### src/rtl/apb2axi_write_response.sv
// AXI write-response tracker: per-TAG outstanding bitmap plus a 2-entry completion FIFO.
// Optional saturating SLVERR/DECERR counter enabled by macro APB2AXI_BRESP_ERR_CNT_EN.
module apb2axi_write_response #(
   parameter int TAG_NUM  = 4,
   parameter int AXI_ID_W = 4
) (
   input  logic                aclk,
   input  logic                aresetn,
   input  logic                aw_fire,
   input  logic [AXI_ID_W-1:0] aw_fire_id,
   input  logic [AXI_ID_W-1:0] bid,
   input  logic [1:0]          bresp,
   input  logic                bvalid,
   output logic                bready,
   output logic                cpl_vld,
   input  logic                cpl_rdy,
   output logic [AXI_ID_W-1:0] cpl_tag,
   output logic [1:0]          cpl_resp,
   output logic [TAG_NUM-1:0]  outstanding,
   output logic                unexp_b_err,
   output logic                dup_aw_err,
   output logic [7:0]          err_cnt
);

   logic [TAG_NUM-1:0]  outstanding_reg;
   logic [TAG_NUM-1:0]  outstanding_next;
   logic [TAG_NUM-1:0]  b_match;
   logic [TAG_NUM-1:0]  aw_match;
   logic                bready_reg;
   logic                unexp_reg;
   logic                dup_reg;
   logic                wr_ptr_reg;
   logic                rd_ptr_reg;
   logic [1:0]          count_reg;
   logic [1:0]          count_next;
   logic [AXI_ID_W-1:0] tag_mem [2];
   logic [1:0]          resp_mem [2];

   logic b_hs;
   logic b_hit;
   logic aw_free;
   logic aw_rearm;
   logic push;
   logic pop;

   assign b_hs = bvalid && bready_reg;

   // Out-of-range IDs match no TAG, so they naturally fall into the error paths.
   genvar gi;
   generate
      for (gi = 0; gi < TAG_NUM; gi++) begin : g_tag
         assign b_match[gi]  = b_hs && (bid == AXI_ID_W'(gi));
         assign aw_match[gi] = aw_fire && (aw_fire_id == AXI_ID_W'(gi));
      end
   endgenerate

   assign b_hit    = |(b_match & outstanding_reg);
   assign aw_free  = |(aw_match & ~outstanding_reg);
   assign aw_rearm = |(aw_match & b_match & outstanding_reg);
   assign push     = b_hit;
   assign pop      = cpl_rdy && (count_reg != 2'd0);

   // Clear for completed TAGs first, then set for new AWs so a same-cycle re-arm wins.
   assign outstanding_next = (outstanding_reg & ~b_match) | aw_match;

   always_comb begin
      count_next = count_reg;
      if (push && !pop) begin
         count_next = count_reg + 2'd1;
      end else if (pop && !push) begin
         count_next = count_reg - 2'd1;
      end
   end

   always_ff @(posedge aclk or negedge aresetn) begin
      if (!aresetn) begin
         outstanding_reg <= '0;
         bready_reg      <= 1'b0;
         unexp_reg       <= 1'b0;
         dup_reg         <= 1'b0;
         wr_ptr_reg      <= 1'b0;
         rd_ptr_reg      <= 1'b0;
         count_reg       <= 2'd0;
      end else begin
         outstanding_reg <= outstanding_next;
         bready_reg      <= (count_next != 2'd2);
         unexp_reg       <= b_hs && !b_hit;
         dup_reg         <= aw_fire && !aw_free && !aw_rearm;
         count_reg       <= count_next;
         if (push) begin
            wr_ptr_reg <= ~wr_ptr_reg;
         end
         if (pop) begin
            rd_ptr_reg <= ~rd_ptr_reg;
         end
      end
   end

   // Storage needs no reset: reads are masked by cpl_vld.
   always_ff @(posedge aclk) begin
      if (push) begin
         tag_mem[wr_ptr_reg]  <= bid;
         resp_mem[wr_ptr_reg] <= bresp;
      end
   end

   assign bready      = bready_reg;
   assign cpl_vld     = (count_reg != 2'd0);
   assign cpl_tag     = cpl_vld ? tag_mem[rd_ptr_reg] : '0;
   assign cpl_resp    = cpl_vld ? resp_mem[rd_ptr_reg] : 2'b00;
   assign outstanding = outstanding_reg;
   assign unexp_b_err = unexp_reg;
   assign dup_aw_err  = dup_reg;

`ifdef APB2AXI_BRESP_ERR_CNT_EN
   logic [7:0] err_cnt_reg;

   always_ff @(posedge aclk or negedge aresetn) begin
      if (!aresetn) begin
         err_cnt_reg <= 8'd0;
      end else if (push && bresp[1] && (err_cnt_reg != 8'hFF)) begin
         err_cnt_reg <= err_cnt_reg + 8'd1;
      end
   end

   assign err_cnt = err_cnt_reg;
`else
   assign err_cnt = 8'd0;
`endif

endmodule

### config.mk
export PLATFORM = sky130hd
export DESIGN_NAME = apb2axi_write_response
export DESIGN_NICKNAME = d
export VERILOG_FILES = /design/src/rtl/apb2axi_write_response.sv
export SDC_FILE = /design/constraint.sdc
export NUM_CORES = 1
export LEC_CHECK = 0
export BUFFER_PORTS_ARGS = -buffer_cell sky130_fd_sc_hd__buf_2
export CORE_ASPECT_RATIO = 0.9
export CORE_UTILIZATION = 40
export DETAILED_ROUTE_END_ITERATION = 6
export PLACE_DENSITY = 0.7
export REMOVE_ABC_BUFFERS = 1
export SLEW_MARGIN = 15
export SYNTH_ARGS = -nofsm -noshare
export SYNTH_HDL_FRONTEND = slang
export SYNTH_SLANG_ARGS = --single-unit
### constraint.sdc
create_clock -name aclk -period 1.9 [get_ports aclk]
set_clock_uncertainty 0.05 [all_clocks]
set_input_delay 0.38 -clock aclk [delete_from_list [all_inputs] [get_ports aclk]]
set_output_delay 0.38 -clock aclk [all_outputs]
set_load 0.01 [all_outputs]
# --- After elaboration in Yosys (flattened, before gate mapping) ---
# Memories as Yosys holds them, arrays and structs flattened.
# Cells that the tools add are included.
word_totals:
  romBits: 0
  reg_bits: 11
  latchBits: 0
  mem_count: 2
  inputBits: 15
  ram_bits: 12
  output_inout_bits: 22
mem_list:
  columns: ["memory", "words", "word_bits", "rd", "rd_ports_with_merged_regs", "wr", "line_no", "source"]
  rows:
  - ["tag_mem", 2, 4, 1, 0, 1, "36", "logic [AXI_ID_W-1:0] tag_mem [2];"]
  - ["resp_mem", 2, 2, 1, 0, 1, "37", "logic [1:0] resp_mem [2];"]
op_classes:
  eq_ne: 7
  n_div: 0
  n_mul: 0
  magnitude_cmp: 0
  bitwise: 10
  muxes: 6
  add_sub_neg: 2
  n_shift: 0
  n_reduce_logical: 25
ops:
  columns: ["operator", "count"]
  rows:
  - ["$and 4x4->4", 5]
  - ["$eq 4x2->1 const B", 4]
  - ["$logic_and 1x1->1", 15]
  - ["$reduce_or 4->1", 3]
  - ["$eq 4x1->1 const B", 2]
  - ["$logic_not 4->1", 2]
  - ["$not 4->4", 2]
  - ["$mux 2", 3]
  - ["$logic_not 1->1", 4]
  - ["$mux 4", 1]
  - ["$or 4x4->4", 1]
  - ["$add 2x1->2 const B", 1]
  - ["$mux 1", 2]
  - ["$ne 2x2->1 const B", 1]
  - ["$not 1->1", 2]
  - ["$reduce_bool 2->1", 1]
  - ["$sub 2x1->2 const B", 1]

# --- Longest topological paths before layout ---
logic_depth:
  depth_word: 9
  depth_mapped: 7
  depth_no_buf: 6

# --- Worst setup path after synthesis ---
# No wires, ideal clock.
synth_path:
  path_kind: "reg-to-reg"
  from: "reg count_reg[0]"
  to: "reg count_reg[1]"
  n_path_buf: 1
  path_stages_with_launch: 8
  setup_ns: 0.123
  setup_slack_ns: 0.269
  period_less_slack_ns: 1.631
  arrival_time_ns: 1.458
  path_cell_list: "dfrtp_1 -> inv_1 -> ha_1 -> clkbuf_1 -> nand2b_1 -> a21o_1 -> o22ai_2 -> o221a_2"
synth_between:
  elab_chain_cells: 5
  word_cells_on_any_way: 9
  classes_between: "add/sub: 2; mux: 2; reduce/logical: 5"
synth_lines:
  columns: ["element", "line_no", "source"]
  rows:
  - ["start: declaration", "34", "logic [1:0] count_reg;"]
  - ["start signal: assignment", "89", "count_reg <= count_next;"]
  - ["parallel branches: the longest is 4 deep, another holds $sub 2x1->2", null, null]
  - ["$mux 2 *", "68", "if (push && !pop) begin"]
  - ["net count_next[1]", "35", "logic [1:0] count_next;"]
# Mark *: on every way through the listed nets, which the timed path passes.
# A chain may end at the register's enable or synchronous reset.

# --- Final worst setup path ---
layout_path:
  from: "reg rd_ptr_reg"
  to: "out cpl_tag[3]"
layout_between:
  elab_chain_cells: 2
layout_lines:
  columns: ["element", "line_no", "source"]
  rows:
  - ["start: declaration", "33", "logic rd_ptr_reg;"]
  - ["start signal: assignment", "94", "rd_ptr_reg <= ~rd_ptr_reg;"]
  - ["$mem_v2 2x4", null, null]
  - ["$mux 4", "109", "assign cpl_tag = cpl_vld ? tag_mem[rd_ptr_reg] : '0;"]
  - ["end: declaration", "17", "output logic [AXI_ID_W-1:0] cpl_tag,"]
# No other way between the ends.

==> results.cfg <==
[power]
p_leak_nw = 0.598
p_total_mw = 1.58
power.density_mw_per_mm2 = 1200
ir_drop_mv = 0.394

[run]
maxCapViolCount = 0

[logic_synthesis]
synth-async-reset-ratio_pct = 47.8
avgSynthCellArea_sq_um = 11.9
synth.distinct_cells = 31
synth_edf_count = 12
synthCells = 94
ys.flop_type = edfxtp_1
synth_seq_area_share_pct = 57.0
yosysWarnings = 0
synth_seq_cells = 23
synth_area_sq_mm = 0.00112

[global_route]
met3_usage_pct = 4.98
grt_util_met1_pct = 18.5
grt_pass1_vias = 812
grt_use_total_pct = 15.2
grt-ovfl-total = 0
grt_start_max_net_pins = 14
grt-busiest-layer = met2
antenna_found_initial = 0
grt_pass1_wl_microns = 3460
use_met2_pct = 27.5

[floorplanning]
fp.dieH_microns = 52.1
design.core.area_sq_mm = 0.00255
die_x_microns = 57.7
num_rows = 17
floorplan.initialDensity_pct = 43.7
io_pins = 37
die_area_sq_mm = 0.00301

[detailed_routing]
via_per_inst = 5.08
vias = 792
wl_per_cell_microns = 13.4
firstDrtPassIters = 6
antenna_left = 0
drt_iter0_drc = 20
drc = 2
wl_microns = 2090

[clock_tree]
cts_max_level = 1
clk_latency_ps = 300
post_cts_resized = 0
cts_root_buf = clkbuf_4
cts.sinks = 23
numCtsBuffers = 3
tritoncts = yes
cts.path.max_buffers = 2
clk_pin_slew_worst_paths_ps = 120

[sta]
final.min_clock_period_ps = 1740
setup_tns_ps = 0
layout_setup_ws_ps = 155
max_freq_mhz = 573
whs_ps = 207
fin_crit_sh_pct = 91.8
hold_viol = 0
grt_setup_unrepaired = no
drv_slew = 0
finalSetupViolCount = 0

[setup_path]
crit_fanout = 7
timing.rr.end = count_reg[1]
path_cells = mux2i_1, nor2_1, buf_2
cp_data_arrival_time_ps = 1310
crit_type = flop to output pin
crit_start = rd_ptr_reg
crit_path_top_delay_cell = dfrtp_1
crit_path_max_incr_delay_ps = 590
reg2reg_depth = 4
worstReg2RegStart = outstanding[3]
r2r_slack_ps = 220
worstSetupStartpointType = flop
critical_path_required_ps = 1470
endpoint_kind = output pin
endpoint = cpl_tag[3]

[place]
post_dp_cell_area_sq_mm = 0.00127
place_inst = 150
place_hpwl_microns = 1630
port_buffers = 28
dp_slack_ps = 21.6
gp_congestion = 0.810

[finish]
final_cells = 156
n_antenna_cell = 0
final_cell_area_sq_mm = 0.00132
drive_above_1_share_pct = 31.3
final_cell_mix = 28 x buf_2, 12 x edfxtp_1, 11 x dfrtp_1
final_net_count = 145
utilization_pct = 51.6
final_common_cell = buf_2
n_fill_cell = 245
largest_reg_flops = 8
area_growth_pct = 18.0

[status]
status = complete, but fails checks
violations = design-rule violations

[worst_hold_path]
hold_class = primary input to flop
-- logic make-up (layout without fill, tap and decap cells) --
family	count (synthesis)	in the layout	synth area share (%)
AOI/OAI and AO/OA	15	15	10.5
xor gates and xnor gates	4	4	3.14
adders and majority gates	1	1	1.12
buffers and inverters	15	42	7.74
DFF	23	23	57.0
muxes	7	7	7.40
other	1	8	0.336
and+or+nand+nor	28	28	12.8
-- synthesized netlist by cell type, types with 3 or more instances --
cell	count	share of area [%]
edfxtp_1	12	32
xnor2_1	4	3.1
nand2b_1	3	1.7
o21ai_0	4	1.8
nor2_1	9	3.0
dfrtp_1	11	25
buf_4	8	5.4
mux2i_1	6	5.4
nand2_1	7	2.4
inv_1	5	1.7
-- cell type report --
cell class,instances,area [sq um],area share (%)
flip-flops and latches,23,636,48.2
multi-input cells,63,420,31.9
repair buffers,33,180,13.7
well taps,28,35.0,2.66
clock buffers,3,22.5,1.71
inverters,5,18.8,1.42
clock inverters,1,5.00,0.380
-- repair_timing --
| item | CTS | global route |
|---|---|---|
| setup buffers | 0 | 1 |
| endpoints found under the hold margin | 11 | 0 |
| hold buffers | 1 | 0 |
| setup endpoints to repair | 0 | 4 |
-- report_power, final --
group,internal [mW],switching [mW],total [mW]
Clock,0.0786,0.144,0.222
Combinational,0.314,0.331,0.645
Sequential,0.621,0.0905,0.712
Total,1.01,0.565,1.58
-- layer usage --
metal	vias to the layer above	share of wire, %	wire length, microns
li1	388	-	-
met1	378	43	906
met2	26	50	1050
met3	0	6.3	131
met4	0	0	0
met5	-	0	0
-- worst max-delay path, delay by kind of cell, from the launching register on --
| kind | cells | cell delay, ps |
|---|---|---|
| mux | 1 | 240 |
| simple gates | 1 | 50 |
| buf+inv | 1 | 130 |
| flops | 1 | 590 |
-- worst min-delay path by stage --
| stage | slack (ps) | cells after the start | startpoint | to |
|---|---|---|---|---|
| 2_1_floorplan | 30 | 0 | aresetn | bready |
| 3_3_place_gp | 210 | 1 | aresetn | count_reg[0] |
| 3_5_place_dp | 220 | 1 | aresetn | count_reg[1] |
| 4_1_cts | 200 | 1 | bresp[1] | resp_mem[1][1] |
| 5_1_grt | 200 | 1 | bresp[1] | resp_mem[1][1] |
| 6_report | 210 | 1 | bresp[1] | resp_mem[1][1] |
(Power assumes the default switching activity.)
